===== src/rtl/fir_pkg.sv =====
// Shared sizes and the state encoding for the FIR control sequencer.
package fir_pkg;

  localparam int NUM_BANKS = 4;
  localparam int TAPS      = 10;
  localparam int GAP_CYC   = 5;
  localparam int DATA_W    = 16;
  localparam int IN_W      = 3;
  localparam int READ_LEN  = 11;
  localparam int CNT_W     = 4;   // must hold max(TAPS, GAP_CYC, READ_LEN) - 1
  localparam int BANK_W    = 2;

  typedef enum logic [2:0] {
    IDLE    = 3'd0,
    COLLECT = 3'd1,
    PRE     = 3'd2,
    BURST   = 3'd3,
    GAP     = 3'd4,
    READ    = 3'd5
  } state_t;

endpackage


===== src/rtl/coeff_bank_buf.sv =====
// One-bank coefficient buffer: sequential write pointer with full flag and a
// combinational indexed read port used during the replay burst.
module coeff_bank_buf #(
  parameter int TAPS   = 10,
  parameter int DATA_W = 16,
  localparam int IDX_W = $clog2(TAPS)
) (
  input  logic              iClk12M,
  input  logic              iRsn,
  input  logic              iClr,
  input  logic              iWrEn,
  input  logic [DATA_W-1:0] iWrData,
  input  logic [IDX_W-1:0]  iRdIdx,
  output logic [IDX_W-1:0]  oWrPtr,
  output logic              oFull,
  output logic [DATA_W-1:0] oRdData
);

  logic [DATA_W-1:0] mem [TAPS];

  always_ff @(posedge iClk12M) begin
    if (!iRsn || iClr) begin
      oWrPtr <= '0;
      oFull  <= 1'b0;
    end else if (iWrEn && !oFull) begin
      oWrPtr <= oWrPtr + 1'b1;
      oFull  <= (oWrPtr == IDX_W'(TAPS - 1));
    end
  end

  // Storage needs no reset: the pointer alone decides which words are live.
  always_ff @(posedge iClk12M) begin
    if (iWrEn && !oFull) mem[oWrPtr] <= iWrData;
  end

  assign oRdData = (iRdIdx < IDX_W'(TAPS)) ? mem[iRdIdx] : '0;

endmodule


===== src/rtl/fir_ctrl_seq.sv =====
// Sequencer feeding ReConf_FirFilter: collects one coefficient bank at a time,
// replays it as a gap-free write burst, and issues per-sample read windows.
module fir_ctrl_seq
  import fir_pkg::*;
(
  input  logic              iClk12M,
  input  logic              iRsn,
  input  logic              iEnSample600k,
  input  logic [1:0]        iModeSel,
  input  logic [IN_W-1:0]   iSampleIn,
  input  logic              iCoeffLoadReq,
  input  logic              iCoeffValid,
  input  logic [DATA_W-1:0] iCoeffData,
  output logic              oCoeffReady,
  input  logic              iOvrClr,
  output logic              oCoeffUpdateFlag,
  output logic [DATA_W-1:0] oWtDtRam,
  output logic [1:0]        oModuleSel,
  output logic              oMemRdFlag,
  output logic [IN_W-1:0]   oFirIn,
  output logic              oCoeffValid,
  output logic              oLoadDone,
  output logic              oOverrun,
  output state_t            oState
);

  localparam int IDX_W = $clog2(TAPS);

  // Stream handshake: a beat transfers on a rising edge where iCoeffValid and
  // oCoeffReady are both high; ready is high exactly while collecting a bank.
  state_t             state, stateNxt;
  logic [CNT_W-1:0]   cnt, cntNxt;
  logic [BANK_W-1:0]  bank, bankNxt;
  logic               pend, pendNxt;
  logic               readyNxt, flagNxt, memRdNxt, coeffValidNxt, loadDoneNxt, overrunNxt;
  logic [DATA_W-1:0]  wtNxt;
  logic [1:0]         modSelNxt;
  logic [IN_W-1:0]    firInNxt;
  logic               bufClr, bufWr, bufFull;
  logic [IDX_W-1:0]   bufWrPtr;
  logic [DATA_W-1:0]  bufRdData;

  coeff_bank_buf #(.TAPS(TAPS), .DATA_W(DATA_W)) uBuf (
    .iClk12M (iClk12M),
    .iRsn    (iRsn),
    .iClr    (bufClr),
    .iWrEn   (bufWr),
    .iWrData (iCoeffData),
    .iRdIdx  (IDX_W'(cntNxt)),
    .oWrPtr  (bufWrPtr),
    .oFull   (bufFull),
    .oRdData (bufRdData)
  );

  always_comb begin
    stateNxt      = state;
    cntNxt        = cnt;
    bankNxt       = bank;
    pendNxt       = pend;
    coeffValidNxt = oCoeffValid;
    loadDoneNxt   = 1'b0;
    overrunNxt    = oOverrun & ~iOvrClr;
    bufClr        = 1'b0;
    bufWr         = 1'b0;
    unique case (state)
      IDLE: begin
        if (iEnSample600k && oCoeffValid) begin
          stateNxt = READ;
          cntNxt   = '0;
          pendNxt  = pend | iCoeffLoadReq;
        end else if (iCoeffLoadReq || pend) begin
          stateNxt      = COLLECT;
          bankNxt       = '0;
          coeffValidNxt = 1'b0;
          pendNxt       = 1'b0;
          bufClr        = 1'b1;
        end
      end
      COLLECT: begin
        bufWr = iCoeffValid && oCoeffReady && !bufFull;
        if (bufWr && bufWrPtr == IDX_W'(TAPS - 1)) stateNxt = PRE;
      end
      PRE: begin
        stateNxt = BURST;
        cntNxt   = '0;
      end
      BURST: begin
        if (cnt == CNT_W'(TAPS - 1)) begin
          stateNxt = GAP;
          cntNxt   = '0;
        end else begin
          cntNxt = cnt + 1'b1;
        end
      end
      GAP: begin
        if (cnt == CNT_W'(GAP_CYC - 1)) begin
          cntNxt = '0;
          if (bank == BANK_W'(NUM_BANKS - 1)) begin
            stateNxt      = IDLE;
            loadDoneNxt   = 1'b1;
            coeffValidNxt = 1'b1;
          end else begin
            stateNxt = COLLECT;
            bankNxt  = bank + 1'b1;
            bufClr   = 1'b1;
          end
        end else begin
          cntNxt = cnt + 1'b1;
        end
      end
      READ: begin
        // The set term follows the clear term so a same-cycle set wins.
        if (iEnSample600k) overrunNxt = 1'b1;
        if (iCoeffLoadReq) pendNxt = 1'b1;
        if (cnt == CNT_W'(READ_LEN - 1)) begin
          cntNxt = '0;
          if (pend || iCoeffLoadReq) begin
            stateNxt      = COLLECT;
            bankNxt       = '0;
            coeffValidNxt = 1'b0;
            pendNxt       = 1'b0;
            bufClr        = 1'b1;
          end else begin
            stateNxt = IDLE;
          end
        end else begin
          cntNxt = cnt + 1'b1;
        end
      end
      default: stateNxt = IDLE;
    endcase

    // Outputs are registered from the state being entered.
    readyNxt  = (stateNxt == COLLECT);
    flagNxt   = (stateNxt == PRE) || (stateNxt == BURST);
    memRdNxt  = (stateNxt == READ);
    wtNxt     = '0;
    modSelNxt = '0;
    firInNxt  = '0;
    case (stateNxt)
      PRE:   modSelNxt = bankNxt;
      BURST: begin
        modSelNxt = bankNxt;
        wtNxt     = bufRdData;
      end
      READ: begin
        modSelNxt = (state == READ) ? oModuleSel : iModeSel;
        firInNxt  = (state == READ) ? '0 : iSampleIn;
      end
      default: ;
    endcase
  end

  always_ff @(posedge iClk12M) begin
    if (!iRsn) begin
      state            <= IDLE;
      cnt              <= '0;
      bank             <= '0;
      pend             <= 1'b0;
      oCoeffReady      <= 1'b0;
      oCoeffUpdateFlag <= 1'b0;
      oWtDtRam         <= '0;
      oModuleSel       <= '0;
      oMemRdFlag       <= 1'b0;
      oFirIn           <= '0;
      oCoeffValid      <= 1'b0;
      oLoadDone        <= 1'b0;
      oOverrun         <= 1'b0;
    end else begin
      state            <= stateNxt;
      cnt              <= cntNxt;
      bank             <= bankNxt;
      pend             <= pendNxt;
      oCoeffReady      <= readyNxt;
      oCoeffUpdateFlag <= flagNxt;
      oWtDtRam         <= wtNxt;
      oModuleSel       <= modSelNxt;
      oMemRdFlag       <= memRdNxt;
      oFirIn           <= firInNxt;
      oCoeffValid      <= coeffValidNxt;
      oLoadDone        <= loadDoneNxt;
      oOverrun         <= overrunNxt;
    end
  end

  assign oState = state;

endmodule


===== config.mk =====
export PLATFORM = sky130hd
export DESIGN_NAME = fir_ctrl_seq
export DESIGN_NICKNAME = d
export VERILOG_FILES = /design/src/rtl/fir_pkg.sv /design/src/rtl/coeff_bank_buf.sv /design/src/rtl/fir_ctrl_seq.sv
export SDC_FILE = /design/constraint.sdc
export NUM_CORES = 1
export LEC_CHECK = 0
export BUFFER_PORTS_ARGS = -buffer_cell sky130_fd_sc_hd__buf_2
export CAP_MARGIN = 20
export CORE_MARGIN = 2
export CORE_UTILIZATION = 35
export CTS_CLUSTER_DIAMETER = 120
export DETAILED_ROUTE_END_ITERATION = 12
export GPL_TIMING_DRIVEN = 0
export PLACE_DENSITY = 0.53
export SLEW_MARGIN = 20
export SYNTH_ARGS = -nofsm -noshare
export SYNTH_HDL_FRONTEND = slang
export SYNTH_SLANG_ARGS = --single-unit
export TNS_END_PERCENT = 100

===== constraint.sdc =====
create_clock -name iClk12M -period 4 [get_ports iClk12M]
set_clock_uncertainty 0.05 [all_clocks]
set_input_delay 0.4 -clock iClk12M [delete_from_list [all_inputs] [get_ports iClk12M]]
set_output_delay 0.4 -clock iClk12M [all_outputs]
set_load 0.05 [all_outputs]

Word level (Yosys, flattened, before mapping):

Memories as Yosys holds them, arrays and structs flattened. A register that Yosys moved wholly into a read port is not among the register bits.
Cells that the tools add are included.

* bits in registers: 26
* bits in writable memories: 160
* input bits: 27
* output and inout bits: 30
* logic and storage cells: 110
* memories kept: 1

* add/sub/neg operators: 3
* magnitude comparators: 1
* eq/ne operators: 20
* muxes and demuxes: 46
* bitwise operators: 5
* reduce and logical (&&, ||, !) cells: 20

Memories
* uBuf.mem: words 10, width 16, rd ports 1, clocked after memory_dff 1, write ports 1, RTL line coeff_bank_buf.sv:19 `logic [DATA_W-1:0] mem [TAPS];`

Operators by type and width (number)
* 1-bit two-way mux: 23
* 4-bit one-hot mux with 5 select lines: 1
* 3-bit two-way mux: 6
* 3-bit one-hot mux with 6 select lines: 1
* 4-bit two-way mux: 4
* 3-bit by 2-bit == test with 1-bit output (second input constant): 4
* 4-bit == test (second input constant): 3
* 2-bit two-way mux: 6
* 2-bit inequality test (second input constant): 5
* 3-bit == test (second input constant): 3
* 4-bit by 1-bit adder with 4-bit output (second input constant): 2
* 3-bit by 1-bit == test with 1-bit output (second input constant): 2
* 1-bit one-hot mux with 3 select lines: 2
* 2-bit one-hot mux with 3 select lines: 1
* 3-bit AND reduction: 2
* 1-bit logical AND: 5
* 5-bit AND reduction: 1
* 4-bit by 3-bit == test with 1-bit output (second input constant): 1
* 4-bit < comparator (second input constant): 1
* 2-bit one-hot mux with 2 select lines: 1
* 1-bit zero test: 3
* 3-bit zero test: 1
* 1-bit logical OR: 3
* 3-bit inequality test (second input constant): 1
* 11 further kinds: 13

Longest topological paths before layout:

Gate-level depths: netlist of the first run.

* word-level depth: 8
* mapped depth: 11
* depth with buffers taken out: 8

Hierarchy:

From an unflattened synthesis of the first run, not the netlist that was laid out.

* cell total of the unflattened synthesis: 552
* area, all modules: 8360.5 um^2

Modules (own cells, without submodules)
* coeff_bank_buf: times used 1, cells each 368, area each 6651.4 um^2, sequential area each 4904.7 um^2
* fir_ctrl_seq: times used 1, cells each 184, area each 1709.1 um^2, sequential area each 740.7 um^2

Least setup slack after synthesis of the first run:

OpenSTA, ideal clock, no wires.

* kind: flip-flop to flip-flop
* start: register state[0] (netlist: oState[0])
* end: memory uBuf.mem[5][0] (enable)
* setup time: 0.413 ns
* arrival: 2.680 ns
* required time: 3.537 ns
* path slack: 0.857 ns
* cell stages (with the launch flop): 4
* buffers on the path: 0
* clock period less this slack: 3.143 ns
* cells stage by stage: dfxtp_1 -> or3b_4 -> or2_2 -> nor3b_1

* word-level cells in the longest chain between the ends: 5

Ends and longest elaborated chain
* from (decl): RTL line fir_ctrl_seq.sv:31 `state_t state, stateNxt;`
* from (signal assigned): RTL line fir_ctrl_seq.sv:170 `state <= stateNxt;`
* 3-bit by 1-bit == test with 1-bit output: RTL line fir_ctrl_seq.sv:65 `unique case (state)`
* 1-bit two-way mux: RTL line fir_ctrl_seq.sv:65
* 1-bit logical AND: RTL line coeff_bank_buf.sv:33 `if (iWrEn && !oFull) mem[oWrPtr] <= iWrData;`
* 1-bit two-way mux: RTL line coeff_bank_buf.sv:33
* 1-bit two-way mux (not written as such): RTL line coeff_bank_buf.sv:33
* to (decl): RTL line coeff_bank_buf.sv:19

No other way between the ends.

Worst setup path in the final report of the first run:

* start: register cnt[0]
* end: register oWtDtRam[14], read port of uBuf.mem

* word-level cells in the longest chain between the ends: 6

Ends and longest elaborated chain
* from (decl): RTL line fir_ctrl_seq.sv:32 `logic [CNT_W-1:0] cnt, cntNxt;`
* from (signal assigned): RTL line fir_ctrl_seq.sv:171 `cnt <= cntNxt;`
* 4-bit by 1-bit adder with 4-bit output, or another cell as far along: RTL line fir_ctrl_seq.sv:92, fir_ctrl_seq.sv:108, fir_ctrl_seq.sv:127
* 4-bit two-way mux, or another cell as far along: RTL line fir_ctrl_seq.sv:115 `if (cnt == CNT_W'(READ_LEN - 1)) begin`
* 4-bit one-hot mux with 5 select lines / 3-bit one-hot mux with 6 select lines (equally long branches): RTL line fir_ctrl_seq.sv:65
* 4-bit < comparator / 3-bit by 2-bit == test with 1-bit output (equally long branches): RTL line coeff_bank_buf.sv:36, fir_ctrl_seq.sv:140
* 3-bit AND reduction (no line)
* 1-bit zero test (no line)
* to (decl): RTL line fir_ctrl_seq.sv:17 `output logic [DATA_W-1:0] oWtDtRam,`

Parallel ways exist; a longest one is shown, timed or not.
A chain may end at the register's enable or synchronous reset.

==> results of run 1 <==
[state kept, by name, indices dropped and copies added, names as in the netlist, 2 cells and up]
| signal | cells |
|---|---|
| oModuleSel | 2 |
| oState | 3 |
| oWtDtRam | 16 |
| uBuf.oWrPtr | 4 |
| oFirIn | 3 |
| bank | 2 |
| cnt | 4 |
| uBuf.mem | 160 |
[cell usage after synthesis (all sizes together), types with 3 or more instances]
cell type	number	area share, %
mux2i	16	1.9
a21oi	5	0.30
o21ai	7	0.42
edfxtp	160	58
nor3	5	0.44
nand2	17	0.77
and3b	3	0.32
nor2	18	0.82
buf	12	1.2
a22oi	3	0.27
nand3b	4	0.36
o32ai	17	1.8
a32oi	3	0.41
nand3	18	1.1
o211ai	3	0.44
and2	28	2.1
o221ai	32	3.4
ha	8	1.2
or2	4	0.30
and3	7	0.53
inv	24	1.1
a211oi	16	1.5
xor2	4	0.42
clkbuf	16	0.73
dfxtp	42	10
xnor2	3	0.32
mux2	32	4.4
nor2b	16	1.2
a21boi	3	0.27
[critical path, delay by kind of cell (launching register included)]
| family | cells | cell delay, ps |
|---|---|---|
| fa+ha+maj | 1 | 160 |
| simple gates | 1 | 240 |
| compound gates | 5 | 1680 |
| flops | 1 | 330 |
| buf+inv | 3 | 920 |
[cell families after synthesis]
kind of cell / share of synthesized area [%]
DFF: 68.4
buffers and inverters: 2.99
xor gates and xnor gates: 0.743
and+or+nand+nor: 9.28
AOI/OAI and AO/OA: 11.1
adders and majority gates: 1.21
muxes: 6.31
[power by group]
group          internal [mW]  total [mW]  switching, mW  leakage, nW
Combinational          0.124       0.352          0.228         1.37
Clock                   1.15        1.93          0.784        0.344
Sequential              2.28        2.29        0.00890         1.78
[routing by layer]
layer | part of all wire (%) | vias to the layer above | GRT usage, %
met2 | 48 | 150 | 27.3
met3 | 4.7 | 33 | 2.30
met5 | 0 | - | 0
met1 | 46 | 2557 | 23.0
li1 | - | 2349 | -
met4 | 1.9 | 0 | 4.07
[per-stage QoR]
| step | cells | hold WS, ps | utilization (%) |
|---|---|---|---|
| floorplan | 558 | 405 | - |
| global placement | 933 | 422 | 38.3 |
| detailed placement | 939 | 430 | 38.6 |
| CTS | 979 | 37.6 | 41.6 |
| global route | 979 | 39.8 | 41.6 |
| finish | 979 | 50.3 | 41.6 |
[layout make-up]
cell class                 instances  share of cell area [%]
clock buffer                      36                    6.94
buffer                            28                    1.61
sequential                       202                    58.1
tap                              319                    4.11
inverter                          24                   0.927
clock inverter                     4                   0.206
timing repair buffer              62                    3.50
multi-input combinational        304                    24.6
[worst paths after layout]
check,endpoint,slack [ps],cells after the start
hold reg to reg,uBuf.oFull,440,2
hold / removal,oFirIn[1],50,2
setup reg to reg,oWtDtRam[14],450,10
setup / recovery,oWtDtRam[14],450,10
==> flow_metrics.py, run 1 <==
metrics = {
    "critical_path": {
        "slowest_stage": "clkbuf_1",
        "path_cells": "clkbuf_1 > inv_1 > ha_1 > nand3b_1 > a32oi_2 > a21oi_1 > a32oi_2 > clkbuf_1 > o221ai_1 > o32ai_1",
        "arrival_ps": 3860,
        "end_kind": "flip-flop",
        "cp_max_fo": 10,
        "worstPathRequired_ps": 4310,
        "reg2reg_from": "cnt[0]",
        "crit_start": "cnt[0]",
        "worstSetupStartpointType": "flip-flop",
        "critPathMaxStageDelay_ps": 580,
        "critPathKind": "reg2reg",
    },
    "finish": {
        "nets": 679,
        "seq_area_um2": 5650,
        "final_cell_mix": "edfxtp_1 (160), buf_2 (61), dfxtp_1 (42)",
        "drive_gt1_share_pct": 22.1,
        "final_common_cell": "edfxtp_1",
        "antennaDiodeCount": 0,
        "design_area_um2": 9710,
        "area_delta_synth_final_pct": 17.7,
        "nFillCells": 2143,
        "multi_input_area_um2": 2390,
    },
    "placed_design": {
        "place.gp.congestion": 0.871,
        "place_ws_ps": 192,
        "place_area_um2": 9000,
        "dp_hpwl_mm": 12.9,
        "port_buffers": 56,
    },
    "cts": {
        "ctsResizeCount": 0,
        "cts_hold_buf": 0,
        "cts_max_level": 1,
        "insertion_delay_ps": 500,
        "postCtsSetupBuffers": 0,
        "cts_tree": "built",
        "clkSlewWorstSetupHoldPaths_ps": 60,
        "cts_buffers": 22,
        "clockBufferDepth": 3,
        "clockRootBuffer": "clkbuf_16",
        "cts_sinks": 202,
    },
    "logic_synthesis": {
        "ys_seq_area_share_pct": 68.4,
        "synth_nets": 593,
        "synth_area_per_cell_um2": 14.8,
        "yosysWarnings": 0,
        "synth-edff-count": 160,
        "ys_ff_latch": 202,
        "async_reset_ff_share_pct": 0,
        "synth.distinct_cells": 63,
        "netlist_instances": 558,
        "ys_dominant_reg_cell": "edfxtp_1",
        "netlist_area_um2": 8250,
    },
    "global_route": {
        "antenna_found_initial": 0,
        "grt_max_degree": 17,
        "grt_usage_pct": 16.5,
        "grt_pass1_wl_mm": 30.4,
        "gr-total-overflow": 0,
        "grt_pass1_vias": 5023,
    },
    "timing": {
        "period_share_pct": 88.7,
        "slew_viol_final": 0,
        "rsz0062_at_grt": "false",
        "max_freq_ghz": 0.282,
        "tns_ps": 0,
        "slew_headroom_pct": 26.3,
        "worst_pin_slew_ps": 1110,
        "finalHoldViolCount": 0,
        "setup_ws_ps": 450,
        "min_period_ps": 3550,
        "finalSetupViolCount": 0,
    },
    "floorplan": {
        "num_rows": 56,
        "dieArea_um2": 24800,
        "die_x_um": 158,
        "io_pins": 57,
        "core_area_um2": 23300,
        "start_util_pct": 35.4,
        "die_h_um": 158,
    },
    "route": {
        "vias": 5089,
        "ant_nets": 0,
        "drtPass1Iterations": 5,
        "totalWireLength_mm": 20.1,
        "wl_per_cell_um": 20.6,
        "drc": 0,
        "via_per_inst": 5.20,
        "drtIter0Drc": 361,
    },
    "power": {
        "ir_drop_uv": 288,
        "p_per_area_nw_per_um2": 470,
        "leakage_nw": 3.49,
        "power_mw": 4.57,
    },
    "run_status": {
        "status": "completed",
    },
    "hold_path": {
        "hp-class": "in2reg",
        "hp-start": "iSampleIn[1]",
    },
    "flow_run": {
        "maxCapViolations": 0,
    },
}
No activity file was read; power rests on OpenSTA's default activity.
==> run 2, diff against run 1 <==
ABC_AREA = 1   (was not set)
CAP_MARGIN = not set   (was 20)
GPL_ROUTABILITY_DRIVEN = 0   (was not set)
==> run 2 against run 1 <==
Sequential share of layout area fell by 4.6 points. Synthesized area rose by 7.2%. Critical path type unchanged. Clock power rose by 16%. Cell area increased by 8.6%. Combinational power is 110% higher. First-iteration DRC count is 32% higher. Register-to-register slack improved by 660 ps. Largest cell class unchanged. Worst setup slack gained 660 ps. Core utilization rose by 0.50 points. Clock-buffer cell count fell by 8.
==> flow_metrics.py, run 2 <==
metrics = {
    "critical_path": {
        "arrival_ps": 3050,
        "path_cells": "inv_2 > nand3_1 > nor2_1 > inv_1 > clkbuf_1 > nor4_2 > buf_2 > buf_2",
        "critPathMaxStageDelay_ps": 630,
        "worst_path_most_repeated_cell": "buf_2",
        "end_kind": "flip-flop",
        "reg2reg_from": "oState[2]",
        "critPathKind": "reg2reg",
        "worstPathRequired_ps": 4160,
        "crit_start": "oState[2]",
        "slowest_stage": "nor4_2",
        "cp_max_fo": 10,
        "worstSetupStartpointType": "flip-flop",
    },
    "power": {
        "ir_drop_uv": 266,
        "leakage_nw": 4.40,
        "p_per_area_nw_per_um2": 503,
    },
    "logic_synthesis": {
        "yosysWarnings": 0,
        "synth.most_common_cell": "nand3_1",
        "synth_nets": 898,
        "async_reset_ff_share_pct": 0,
        "synth_top_area_share_pct": 54.3,
        "post-synth-top-area-cell": "edfxtp_1",
        "yosys-top-cells-count": "nand3_1 (168), nand2_1 (163), edfxtp_1 (160)",
        "synth-edff-count": 160,
        "netlist_instances": 863,
        "synth_area_leaders": "edfxtp_1 (54%), dfxtp_1 (9.5%), nand3_1 (9.5%)",
        "synth.distinct_cells": 35,
        "netlist_area_um2": 8850,
        "ys_dominant_reg_cell": "edfxtp_1",
        "ys_seq_area_share_pct": 63.8,
        "synth_area_per_cell_um2": 10.3,
        "ys_ff_latch": 202,
    },
    "cts": {
        "cts_tree": "built",
        "cts_buffers": 23,
        "cts_hold_buf": 0,
        "cts_sinks": 202,
        "clockRootBuffer": "clkbuf_16",
        "clockBufferDepth": 3,
        "ctsResizeCount": 0,
        "postCtsSetupBuffers": 0,
        "clkSlewWorstSetupHoldPaths_ps": 60,
        "cts_max_level": 1,
        "insertion_delay_ps": 510,
    },
    "flow_run": {
        "maxCapViolations": 0,
    },
    "route": {
        "drc": 0,
        "vias": 6226,
        "wl_per_cell_um": 17.4,
        "drtPass1Iterations": 5,
        "ant_nets": 0,
        "totalWireLength_mm": 22.7,
        "drtIter0Drc": 476,
        "via_per_inst": 4.76,
    },
    "finish": {
        "nets": 995,
        "final_cell_mix": "nand3_1 (168), nand2_1 (163), edfxtp_1 (160)",
        "final_common_cell": "nand3_1",
        "final_core_util_pct": 42.1,
        "antennaDiodeCount": 0,
        "drive_gt1_share_pct": 20.1,
        "reg.largest.list": "uBuf.mem (160), oWtDtRam (16)",
        "area_delta_synth_final_pct": 19.2,
        "largest_reg_flops": 160,
        "top_register": "uBuf.mem",
    },
    "floorplan": {
        "io_pins": 57,
        "dieArea_um2": 26600,
        "die_h_um": 163,
        "num_rows": 58,
        "die_x_um": 163,
        "core_area_um2": 25000,
        "start_util_pct": 35.4,
    },
    "global_route": {
        "grt_pass1_wl_mm": 34.8,
        "gr-total-overflow": 0,
        "antenna_found_initial": 1,
        "grt_pass1_vias": 5988,
        "grt_usage_pct": 17.5,
        "grt_max_degree": 17,
    },
    "placed_design": {
        "port_buffers": 56,
        "dp_hpwl_mm": 15.3,
    },
    "timing": {
        "period_share_pct": 72.2,
        "max_freq_ghz": 0.346,
        "rsz0062_at_grt": "false",
        "tns_ps": 0,
        "min_period_ps": 2890,
        "worst_pin_slew_ps": 771,
        "slew_headroom_pct": 48.3,
        "finalSetupViolCount": 0,
        "finalHoldViolCount": 0,
        "slew_viol_final": 0,
    },
    "hold_path": {
        "hp-start": "iSampleIn[0]",
        "hp-class": "in2reg",
    },
    "run_status": {
        "status": "completed",
    },
}
==> run 2: area by class of cell <==
type	instances	area, um2
Clock inverter	14	181
Multi-Input combinational cell	473	2460
Sequential cell	202	5650
Clock buffer	28	634
Tap cell	330	413
Inverter	152	573
Buffer	36	226
Fill cell	2456	14500
Timing Repair Buffer	72	415
==> run 2: stage by stage <==
step / power [mW] / setup slack [ps] / hold WS (ps) / cells / cell area (um2)
floorplan: 2.85 / 503 / 406 / 863 / 8850
global placement: 3.09 / -1360 / 402 / 1249 / 9540
detailed placement: 3.11 / 1090 / 404 / 1265 / 9730
CTS: 5.35 / 1080 / 35.0 / 1307 / 10500
global route: 5.52 / 935 / 52.0 / 1307 / 10500
finish: 5.30 / 1110 / 54.8 / 1307 / 10500
==> run 2: critical path, delay by kind of cell (launching register included) <==
kind	cells	cell delay [ps]
buf+inv	5	1080
simple gates	3	1070
flops	1	380
==> run 2: logic make-up after synthesis <==
logic type,after synthesis,synth area share [%]
compound gates,48,3.82
flops,202,63.8
simple gates,417,22.2
buf+inv,188,9.03
fa+ha+maj,8,1.13
==> run 2: layer usage <==
metal	wire length (um)	GRT usage, %	up-vias
li1	-	-	3064
met1	10300	23.6	2974
met2	10800	29.8	152
met3	1120	2.29	34
met4	433	4.67	2
met5	8	0	-
==> run 2: final timing paths <==
path / slack (ps) / to / cells past startpoint
worst max-delay path: 1110 / uBuf.mem[8][1] / 8
worst min-delay path: 50 / oFirIn[0] / 3
worst max register to register: 1110 / uBuf.mem[8][1] / 8
worst min register to register: 410 / oOverrun / 2
==> run 2: power breakdown <==
| group | switching, mW | leakage, nW | internal, mW |
|---|---|---|---|
| clock | 0.856 | 0.400 | 1.39 |
| sequential | 0.0162 | 1.78 | 2.29 |
| combinational | 0.543 | 2.22 | 0.207 |
| total | 1.42 | 4.40 | 3.89 |
==> run 3, diff against run 2 <==
clock period = 2.9 ns   (was 4 ns; I/O delays follow)
==> run 3 against run 2 <==
Global-route usage down 0.52 points. First-iteration DRC count up 20%. Clock power up 28%. Critical path type unchanged. Final cell count up 0.23%. Worst hold slack worse by 15 ps. Sequential power up 38%. Critical endpoint is now uBuf.mem[7][2]. Sequential cell count unchanged. Worst setup slack worse by 930 ps. Total power up 34%.
==> flow_metrics.py, run 3 (synthesis results as in run 2) <==
metrics = {
    "timing": {
        "slew_viol_final": 0,
        "rsz0062_at_grt": "false",
        "worst_pin_slew_ps": 815,
        "finalHoldViolCount": 0,
        "finalSetupViolCount": 0,
        "min_period_ps": 2720,
        "period_share_pct": 93.7,
        "slew_headroom_pct": 45.4,
        "setup_ws_ps": 182,
        "max_freq_ghz": 0.368,
        "tns_ps": 0,
    },
    "route": {
        "wl_per_cell_um": 16.8,
        "drtIter0Drc": 569,
        "drtPass1Iterations": 5,
        "route.met2.wl_mm": 10.3,
        "via_per_inst": 4.72,
        "drc": 0,
        "top_layer": "met4",
        "drt-met1-wl_mm": 9.89,
        "vias": 6181,
        "ant_nets": 0,
        "wl_met3_mm": 1.20,
        "totalWireLength_mm": 22.0,
    },
    "global_route": {
        "gr-total-overflow": 0,
        "grt_usage_pct": 17.0,
        "grt_pass1_vias": 5935,
        "grt_pass1_wl_mm": 34.1,
        "grt_max_degree": 19,
        "antenna_found_initial": 0,
    },
    "cts": {
        "cts_sinks": 202,
        "clkSlewWorstSetupHoldPaths_ps": 60,
        "postCtsSetupBuffers": 0,
        "ctsResizeCount": 0,
        "clockBufferDepth": 3,
        "cts_tree": "built",
        "cts_max_level": 1,
        "insertion_delay_ps": 510,
        "cts_buffers": 23,
        "clockRootBuffer": "clkbuf_16",
    },
    "critical_path": {
        "critPathKind": "reg2reg",
        "cp_max_fo": 10,
        "arrival_ps": 2890,
        "reg2regPathDepth": 7,
        "end_kind": "flip-flop",
        "r2r_slack_ps": 180,
        "r2r_end": "uBuf.mem[7][2]",
        "worstPathRequired_ps": 3070,
        "reg2reg_from": "oState[2]",
        "worstSetupStartpointType": "flip-flop",
    },
    "finish": {
        "top_register": "uBuf.mem",
        "final_cell_mix": "nand3_1 (168), nand2_1 (163), edfxtp_1 (160)",
        "area_delta_synth_final_pct": 18.8,
        "final_common_cell": "nand3_1",
        "antennaDiodeCount": 0,
        "reg.largest.list": "uBuf.mem (160), oWtDtRam (16)",
        "nets": 998,
        "largest_reg_flops": 160,
        "drive_gt1_share_pct": 18.8,
        "fin_cells": 1310,
        "design_area_um2": 10500,
    },
    "hold_path": {
        "hp-class": "in2reg",
        "hp-start": "iCoeffData[10]",
        "whs_endpoint": "uBuf.mem[5][10]",
        "min_path_cells": 1,
    },
    "flow_run": {
        "maxCapViolations": 0,
    },
    "power": {
        "power_mw": 7.08,
        "leakage_nw": 4.36,
        "p_per_area_nw_per_um2": 673,
        "ir_drop_uv": 452,
    },
    "placed_design": {
        "dp_hpwl_mm": 15.1,
        "place_ws_ps": 186,
        "place_area_um2": 9720,
        "dp.cells": 1262,
        "port_buffers": 56,
    },
    "floorplan": {
        "start_util_pct": 35.4,
        "die_h_um": 163,
        "die_x_um": 163,
        "core_area_um2": 25000,
        "num_rows": 58,
        "dieArea_um2": 26600,
        "io_pins": 57,
    },
    "run_status": {
        "status": "completed",
    },
}
==> run 3: cell count changes in the layout (fill, tap and decap cells not counted), moves of 3 or more <==
cell           change
buf_2              -3
clkbuf_1           +7
clkbuf_8           -4
dlygate4sd3_1      +6
==> run 3: what timing repair did <==
action	CTS	global route
hold endpoints to repair	6	0
setup endpoints to repair	0	0
hold buffers	6	0
==> run 3: worst max-delay path by stage <==
stage / cells after the start / end / startpoint / slack, ps
after global placement: 6 / uBuf.mem[4][3] / oState[2] / -1140
after global routing: 7 / uBuf.mem[7][7] / oState[2] / 3
after CTS: 7 / uBuf.mem[7][3] / oState[2] / 180
after floorplan: 6 / uBuf.mem[0][0] / oState[0] / -150
final: 7 / uBuf.mem[7][2] / oState[2] / 180
after detailed placement: 7 / uBuf.mem[7][3] / oState[2] / 190
==> run 3: critical path, stage by stage, from the launching register on <==
cell	delay, ps
dfxtp_1	370
inv_2	150
nand3_1	160
nor2_1	290
inv_1	90
clkbuf_1	280
nor3_2	690
buf_4	330
==> run 3: where the power goes <==
| part | total [mW] | internal (mW) | switching [mW] |
|---|---|---|---|
| clock | 2.86 | 1.73 | 1.12 |
| combinational | 1.04 | 0.291 | 0.748 |
| sequential | 3.18 | 3.16 | 0.0217 |
| total | 7.08 | 5.19 | 1.89 |
==> run 3: per-layer routing <==
layer	up-vias	GRT usage [%]
met5	-	0
li1	3068	-
met1	2890	23.3
met2	180	27.8
met4	0	5.79
met3	43	2.21
==> run 3: metrics by stage <==
step           utilization [%]  hold slack, ps
2_1_floorplan                -             339
3_5_place_dp              38.8             423
5_1_grt                   42.0            46.0
4_1_cts                   42.0            24.9
3_3_place_gp              38.1             400
6_report                  42.0            39.3
==> run 3: area by class of cell <==
cell class / count / area [um2]
fillers: 2406 / 14500
flip-flops and latches: 202 / 5650
multi-input cells: 473 / 2470
clock buffers: 31 / 606
inverters: 152 / 573
repair buffers: 75 / 449
well taps: 330 / 413
plain buffers: 36 / 226
clock inverters: 11 / 134
